### config.mk
export PLATFORM = sky130hd
export DESIGN_NAME = noise_voice_ext
export DESIGN_NICKNAME = d
export VERILOG_FILES = /design/src/rtl/noise_voice_ext.sv
export SDC_FILE = /design/constraint.sdc
export NUM_CORES = 1
export LEC_CHECK = 0
export ABC_CLOCK_PERIOD_IN_PS = 6600
export CAP_MARGIN = 10
export CORE_ASPECT_RATIO = 0.7
export CORE_MARGIN = 4
export CORE_UTILIZATION = 45
export DETAILED_ROUTE_END_ITERATION = 8
export GPL_ROUTABILITY_DRIVEN = 1
export GPL_TIMING_DRIVEN = 0
export PLACE_DENSITY_LB_ADDON = 0.15
export SLEW_MARGIN = 15
export SYNTH_ARGS = -nofsm -noshare
export SYNTH_HDL_FRONTEND = slang
export SYNTH_SLANG_ARGS = --single-unit
export TNS_END_PERCENT = 5
### constraint.sdc
create_clock -name clk_50mhz -period 6.6 [get_ports clk_50mhz]
set_input_delay 1.32 -clock clk_50mhz [delete_from_list [all_inputs] [get_ports clk_50mhz]]
set_output_delay 1.32 -clock clk_50mhz [all_outputs]
set_load 0.03 [all_outputs]
### src/rtl/noise_voice_ext.sv
// noise_voice_ext: single-clock noise voice for the stereo voice bank.
// A programmable-tap Fibonacci LFSR is stepped from a prescaled period divider.
// Its output is shaped by a key-gated ADSR envelope, then scaled and panned
// through a three-stage pipeline that produces one stereo sample per tick_sample.
// Ports:
//   clk_50mhz, reset_n          clock, asynchronous active-low reset
//   tick_sample, tick_env       one-cycle timing strobes (48 kHz / 8 kHz)
//   key_on                      gate level (rise = attack, fall = release)
//   period, tap_mask            LFSR step rate and feedback taps
//   seed_load, seed             LFSR seed load
//   amp_mode                    0 = binary +/-AMP, 1 = multi-level
//   atk/dcy/rel_rate, sus_lvl   envelope rates and sustain level
//   pan                         0 = full left .. 31 = almost full right
//   audio_l/r, sample_valid     registered stereo output and its strobe
//   env_state, env_level        envelope state and level
//   lfsr_state                  LFSR contents
module noise_voice_ext #(
    parameter int unsigned LFSR_W   = 23,
    parameter int unsigned PERIOD_W = 12,
    parameter int unsigned OUT_W    = 16,
    parameter int unsigned VOL_W    = 6,
    parameter int unsigned PRESCALE = 28
) (
    input  logic                    clk_50mhz,
    input  logic                    reset_n,
    input  logic                    tick_sample,
    input  logic                    tick_env,
    input  logic                    key_on,
    input  logic [PERIOD_W-1:0]     period,
    input  logic [LFSR_W-1:0]       tap_mask,
    input  logic                    seed_load,
    input  logic [LFSR_W-1:0]       seed,
    input  logic                    amp_mode,
    input  logic [3:0]              atk_rate,
    input  logic [3:0]              dcy_rate,
    input  logic [3:0]              rel_rate,
    input  logic [VOL_W-1:0]        sus_lvl,
    input  logic [4:0]              pan,
    output logic signed [OUT_W-1:0] audio_l,
    output logic signed [OUT_W-1:0] audio_r,
    output logic                    sample_valid,
    output logic [2:0]              env_state,
    output logic [VOL_W-1:0]        env_level,
    output logic [LFSR_W-1:0]       lfsr_state
);

    localparam int unsigned PRE_W  = (PRESCALE > 1) ? $clog2(PRESCALE) : 1;
    localparam int unsigned ICNT_W = 6;
    localparam int unsigned P1_W   = OUT_W + VOL_W + 1;
    localparam int unsigned P2_W   = OUT_W + 7;
    localparam logic [VOL_W-1:0]        LVL_MAX  = '1;
    localparam logic signed [OUT_W-1:0] AMP      = {1'b0, {(OUT_W-1){1'b1}}};
    localparam logic signed [OUT_W-1:0] NEG_AMP  = {1'b1, {(OUT_W-2){1'b0}}, 1'b1};
    localparam logic [OUT_W-1:0]        MIN_CODE = {1'b1, {(OUT_W-1){1'b0}}};

    typedef enum logic [2:0] {
        ST_IDLE    = 3'd0,
        ST_ATTACK  = 3'd1,
        ST_DECAY   = 3'd2,
        ST_SUSTAIN = 3'd3,
        ST_RELEASE = 3'd4
    } env_state_t;

    // ---------------- LFSR and period divider ----------------
    logic [PRE_W-1:0]    pre_cnt;
    logic [PERIOD_W-1:0] per_cnt;
    logic [LFSR_W-1:0]   lfsr;
    logic                pre_tick_c;
    logic                step_c;
    logic [LFSR_W-1:0]   lfsr_step_c;

    assign pre_tick_c  = (pre_cnt == PRE_W'(PRESCALE - 1));
    assign step_c      = pre_tick_c && (per_cnt == period);
    assign lfsr_step_c = {^(lfsr & tap_mask), lfsr[LFSR_W-1:1]};

    // Seed load outranks a same-cycle step; the all-zero state is never entered.
    always_ff @(posedge clk_50mhz or negedge reset_n) begin
        if (!reset_n) begin
            lfsr    <= LFSR_W'(1);
            pre_cnt <= '0;
            per_cnt <= '0;
        end else if (seed_load) begin
            lfsr    <= (seed == '0) ? LFSR_W'(1) : seed;
            pre_cnt <= '0;
            per_cnt <= '0;
        end else begin
            pre_cnt <= pre_tick_c ? '0 : pre_cnt + PRE_W'(1);
            if (pre_tick_c) begin
                per_cnt <= step_c ? '0 : per_cnt + PERIOD_W'(1);
            end
            if (step_c) begin
                lfsr <= (lfsr_step_c == '0) ? LFSR_W'(1) : lfsr_step_c;
            end
        end
    end

    // ---------------- Envelope FSM ----------------
    env_state_t          state, state_nxt;
    logic [VOL_W-1:0]    level, level_nxt;
    logic [ICNT_W-1:0]   icnt, icnt_nxt;
    logic                key_q;
    logic                rise_c, fall_c, active_c, edge_act_c, counting_c;
    logic [3:0]          rate_sel_c;
    logic [ICNT_W-1:0]   limit_c;
    logic                ivl_done_c;

    assign rise_c     = key_on & ~key_q;
    assign fall_c     = ~key_on & key_q;
    assign active_c   = (state == ST_ATTACK) || (state == ST_DECAY) || (state == ST_SUSTAIN);
    assign edge_act_c = rise_c || (fall_c && active_c);
    assign counting_c = (state == ST_ATTACK) || (state == ST_DECAY) || (state == ST_RELEASE);

    always_comb begin
        rate_sel_c = atk_rate;
        case (state)
            ST_DECAY:   rate_sel_c = dcy_rate;
            ST_RELEASE: rate_sel_c = rel_rate;
            default:    rate_sel_c = atk_rate;
        endcase
    end

    // Interval of 4*(rate+1) pulses ends when the counter reaches 4*rate+3.
    assign limit_c    = {rate_sel_c, 2'b11};
    assign ivl_done_c = tick_env && (icnt == limit_c);

    // State register
    always_ff @(posedge clk_50mhz or negedge reset_n) begin
        if (!reset_n) begin
            state <= ST_IDLE;
            level <= '0;
            icnt  <= '0;
            key_q <= 1'b0;
        end else begin
            state <= state_nxt;
            level <= level_nxt;
            icnt  <= icnt_nxt;
            key_q <= key_on;
        end
    end

    // Next state: key edges first, then tick_env-driven progress
    always_comb begin
        state_nxt = state;
        if (rise_c) begin
            state_nxt = ST_ATTACK;
        end else if (fall_c && active_c) begin
            state_nxt = ST_RELEASE;
        end else if (tick_env) begin
            case (state)
                ST_ATTACK: begin
                    if (level == LVL_MAX || (ivl_done_c && level == LVL_MAX - VOL_W'(1)))
                        state_nxt = ST_DECAY;
                end
                ST_DECAY: begin
                    if (level <= sus_lvl || (ivl_done_c && (level - VOL_W'(1)) <= sus_lvl))
                        state_nxt = ST_SUSTAIN;
                end
                ST_RELEASE: begin
                    if (level == '0 || (ivl_done_c && level == VOL_W'(1)))
                        state_nxt = ST_IDLE;
                end
                default: state_nxt = state;
            endcase
        end
    end

    // Level and interval counter; any transition or retrigger restarts the interval
    always_comb begin
        level_nxt = level;
        icnt_nxt  = icnt;
        if (!edge_act_c && tick_env && counting_c) begin
            icnt_nxt = ivl_done_c ? '0 : icnt + ICNT_W'(1);
            if (ivl_done_c) begin
                case (state)
                    ST_ATTACK:  if (level != LVL_MAX) level_nxt = level + VOL_W'(1);
                    ST_DECAY:   if (level > sus_lvl)  level_nxt = level - VOL_W'(1);
                    ST_RELEASE: if (level != '0)      level_nxt = level - VOL_W'(1);
                    default:    level_nxt = level;
                endcase
            end
        end
        if (edge_act_c || (state_nxt != state)) begin
            icnt_nxt = '0;
        end
    end

    // ---------------- Output pipeline ----------------
    logic signed [OUT_W-1:0] sample_c;
    logic                    v1, v2;
    logic signed [OUT_W-1:0] s1_sample;
    logic [VOL_W-1:0]        s1_level;
    logic [4:0]              s1_pan;
    logic signed [OUT_W-1:0] s2_scaled;
    logic [4:0]              s2_pan;
    logic signed [P1_W-1:0]  prod1_c;
    logic [5:0]              pan_l_c;
    logic signed [P2_W-1:0]  prod_l_c, prod_r_c;

    always_comb begin
        if (amp_mode) begin
            sample_c = (lfsr[OUT_W-1:0] == MIN_CODE) ? NEG_AMP : $signed(lfsr[OUT_W-1:0]);
        end else begin
            sample_c = lfsr[0] ? AMP : NEG_AMP;
        end
    end

    assign prod1_c  = $signed({{(VOL_W+1){s1_sample[OUT_W-1]}}, s1_sample})
                    * $signed({{(OUT_W+1){1'b0}}, s1_level});
    assign pan_l_c  = 6'd32 - {1'b0, s2_pan};
    assign prod_l_c = $signed({{7{s2_scaled[OUT_W-1]}}, s2_scaled})
                    * $signed({{(OUT_W+1){1'b0}}, pan_l_c});
    assign prod_r_c = $signed({{7{s2_scaled[OUT_W-1]}}, s2_scaled})
                    * $signed({{(OUT_W+2){1'b0}}, s2_pan});

    // Pan travels with its sample so mid-flight pan changes cannot tear a result
    always_ff @(posedge clk_50mhz or negedge reset_n) begin
        if (!reset_n) begin
            v1           <= 1'b0;
            v2           <= 1'b0;
            s1_sample    <= '0;
            s1_level     <= '0;
            s1_pan       <= '0;
            s2_scaled    <= '0;
            s2_pan       <= '0;
            audio_l      <= '0;
            audio_r      <= '0;
            sample_valid <= 1'b0;
        end else begin
            v1           <= tick_sample;
            v2           <= v1;
            sample_valid <= v2;
            if (tick_sample) begin
                s1_sample <= sample_c;
                s1_level  <= level;
                s1_pan    <= pan;
            end
            if (v1) begin
                s2_scaled <= OUT_W'(prod1_c >>> VOL_W);
                s2_pan    <= s1_pan;
            end
            if (v2) begin
                audio_l <= OUT_W'(prod_l_c >>> 5);
                audio_r <= OUT_W'(prod_r_c >>> 5);
            end
        end
    end

    assign env_state  = state;
    assign env_level  = level;
    assign lfsr_state = lfsr;

endmodule

==> flow_summary_export.csv <==
group,metric,value,unit
critical_path,cp_top_family,"adder cells",
routing,viasPerCell,5.143,
critical_path,cp-startpoint,"s2_pan[2]",
timing,period_share,94.03,%
clock_network,root_buffer,"clkbuf_16",
worst_hold_path,worst_hold_path_type,"register to register",
synth,synth-async-reset-ratio,100.0,%
timing,setup_slack,0.3938,ns
synth,synth_compound_area_share,7.767,%
clock_network,clkTransAtPathRegs,0.07,ns
worst_hold_path,hold_start,"v2",
flow_run,drv_cap,0,
critical_path,end_kind,"register",
synth,synth_cell_types,75,
layout,drive_gt1_share,5.797,%
routing,vias,11968,
synth,synthAdderAreaFrac,32.75,%
synth,syn_area,15670,sq um
timing,final_hold_viol_count,0,
synth,yosysSeqAreaShare,22.20,%
clock_network,clockBufferDepth,2,
global_routing,overflow,0,
routing,wl_per_cell,16.82,microns
layout,nFillCells,3195,
critical_path,start_kind,"register",
global_routing,grt_pass1_wl,66450,microns
critical_path,required,6.98,ns
status,status,"finished clean",
timing,hold_ws,0.3989,ns
clock_network,cts.sinks,139,
power,total_power,6912,uW
power,ir_worst_vdd,0.0002025,V
routing,ant_nets,0,
timing,drv_slew,0,
synth,synth_top_family_by_area,"adder cells",
synth,synth_ff_type,"dfrtp_1",
clock_network,cts-buffers-inserted,17,
critical_path,critical_path_class,"register to register",
power,p_int,3745,uW
timing,clock-skew-final,0.01319,ns
routing,remaining_drc_errors,0,
routing,first_pass_iters,5,
timing,clock.fmax,161.1,MHz
die,row_count,56,
placement,dp_slack,0.2225,ns
die,die_y,164.1,microns
placement,gp_congestion,0.8553,
clock_network,cts_hold_buf,0,
power,p_comb_share,67.9,%
power,switchingPower,3167,uW
critical_path,critPathSlowestCell,"fa_1",
layout,mostFrequentLayoutCells,"236 x inv_1, 188 x and2_1, 176 x nand2_1, 172 x fa_1, 150 x clkdlybuf4s50_1",
timing,rsz0062_at_grt,"false",
synth,ys_ff_latch,139,
critical_path,r2r-start,"s2_pan[2]",
routing,first_iter_violations,806,
die,initial_core_util,46.22,%
synth,synthCells,1679,
layout,synthToLayoutAreaGrowth,17.65,%
synth,synth_simple_gate_area_share,18.62,%
die,num_io_pins,153,
power,pwr-share-clk,15.1,%
synth,synth_xor_area_share,6.570,%
synth,synth_mux_area_share,4.702,%
timing,maxSlewHeadroom,26.74,%
critical_path,cpPeakStageDelay,0.55,ns
global_routing,track_usage,22.00,%
critical_path,path_cells,"clkbuf_1, nor3_1, xnor2_1, clkbuf_1, nand2_1, fa_1, inv_1, ha_1, ha_1, inv_1, fa_1, inv_1, ha_1, nand4_1, o21ai_1, a211oi_2, nor4_2, o2111ai_1, and3_1, or4_1, nand3_1",
synth,syn_area_per_cell,9.335,sq um
timing,setup-violations-final,0,
timing,period_needed,6.206,ns
critical_path,worstPathMaxFanout,10,
clock_network,cts_tree,"done",
die,fp.coreArea,33910,sq um
timing,tightest_slew,1.084,ns
die,die_width,231.1,microns
synth,yosysWarnings,0,
clock_network,clock_latency,0.45,ns
placement,detailed_place_hpwl,31590,microns
global_routing,antenna_found_initial,0,
global_routing,grt_pass1_vias,12741,
placement,port_buffers,151,
layout,layout_commonest_cell,"inv_1",
layout,diodes,0,
critical_path,crit_arrival,6.58,ns
power,swShare,45.82,%
synth,synth-edff-count,0,
power,power.density,374.9,nW/um^2
critical_path,path_buf_inv,5,
routing,drt_wl_total,39150,microns
layout,nets,2245,
die,die_area,37930,sq um
power,power_frac_seq,17.1,%
power,p_leak,0.008941,uW
clock_network,cts.htree.levels,4,
global_routing,grt_max_degree,85,
synth,syn_nets,2074,
==> state kept, by name, indices dropped and copies added, names as in the netlist <==
signal        cells
v1                1
icnt              6
s2_pan            5
s1_pan            5
audio_l          16
lfsr_state       23
v2                1
pre_cnt           5
key_q             1
s1_sample        16
env_state         3
per_cnt          12
audio_r          16
s1_level          6
s2_scaled        16
sample_valid      1
env_level         6
==> kinds of logic (layout without fill, tap and decap cells) <==
family / after synthesis / count (layout)
AOI/OAI and AO/OA: 185 / 185
DFF: 139 / 139
and+or+nand+nor: 562 / 562
muxes: 68 / 68
xor gates and xnor gates: 116 / 116
adders and majority gates: 307 / 307
buffers and inverters: 302 / 486
==> worst register-to-register path, delay by kind of cell, from the launching register on <==
kind	cells	cell delay (ns)
compound gates	3	0.82
xor+xnor	1	0.51
fa+ha+maj	5	1.93
buf+inv	5	0.98
flops	1	0.37
simple gates	7	1.56
==> power by group through the flow <==
stage | combinational [uW] | clock (uW) | sequential (uW)
after floorplan | 3300 | 0 | 1380
after global placement | 4580 | 0 | 1190
after detailed placement | 4660 | 0 | 1190
after CTS | 4710 | 1070 | 1180
after global routing | 5390 | 1110 | 1200
final | 4690 | 1040 | 1180
==> routing by layer <==
metal  wire length [microns]  up-vias  track usage, %
met4                     455        0           4.534
met2                   16170      302           32.36
met5                       0        -               0
li1                        -     5749               -
met1                   19990     5883           32.80
met3                    2537       34           5.773
==> path summary, 6_finish.rpt <==
path                                end  slack (ns)  cells after the start
max in group asynchronous    audio_r[1]        5.04                      2
hold / removal             sample_valid        0.40                      0
setup / recovery            audio_l[15]        0.39                     21
setup reg to reg            audio_l[15]        0.39                     21
min in group asynchronous  env_state[2]        0.76                      1
hold reg to reg            sample_valid        0.40                      0
==> cell usage after synthesis, types with 6 or more instances <==
library cell | instances | area share (%)
inv_1 | 236 | 5.7
nor3_1 | 19 | 0.61
clkbuf_1 | 58 | 1.4
and2_1 | 188 | 7.5
nand3_1 | 13 | 0.42
a31oi_1 | 7 | 0.28
nand4_1 | 19 | 0.76
mux2_2 | 45 | 3.2
nand2b_1 | 7 | 0.28
xnor2_1 | 72 | 4.0
nor4_1 | 16 | 0.64
ha_1 | 135 | 11
xor2_1 | 43 | 2.4
a21o_1 | 16 | 0.77
nor2_1 | 75 | 1.8
fa_1 | 172 | 22
and3_1 | 9 | 0.36
a21oi_1 | 57 | 1.8
o21ai_0 | 44 | 1.4
and4_1 | 6 | 0.34
dfrtp_1 | 138 | 22
nor2b_1 | 13 | 0.52
mux2i_1 | 23 | 1.5
nand2_1 | 176 | 4.2
==> stage by stage <==
step / area [sq um] / std cells / utilization (%) / setup TNS, ns
2_1_floorplan: 15670 / 1679 / - / 0
3_3_place_gp: 17770 / 2294 / 52.39 / -250.40
3_5_place_dp: 17800 / 2295 / 52.48 / 0
4_1_cts: 18420 / 2327 / 54.31 / 0
5_1_grt: 18440 / 2327 / 54.38 / 0
6_report: 18440 / 2327 / 54.38 / 0
==> area by class of cell <==
class                           count  area [sq um]  share of cell area (%)
Buffer                             66         274.0                   1.486
Clock buffer                       17         425.4                   2.307
Clock inverter                     15         195.2                   1.058
Inverter                          236         885.9                   4.804
Multi-Input combinational cell   1238         11060                   59.95
Sequential cell                   139          3480                   18.87
Tap cell                          464         580.6                   3.148
Timing Repair Buffer              152          1544                   8.373
==> timing repair <==
item | 4_1_cts | 5_1_grt
setup buffers | 0 | 0
endpoints found under the hold margin | 0 | 0
setup endpoints to repair | 0 | 7
resized for setup | 0 | 5
No activity file was read; power rests on OpenSTA's default activity.
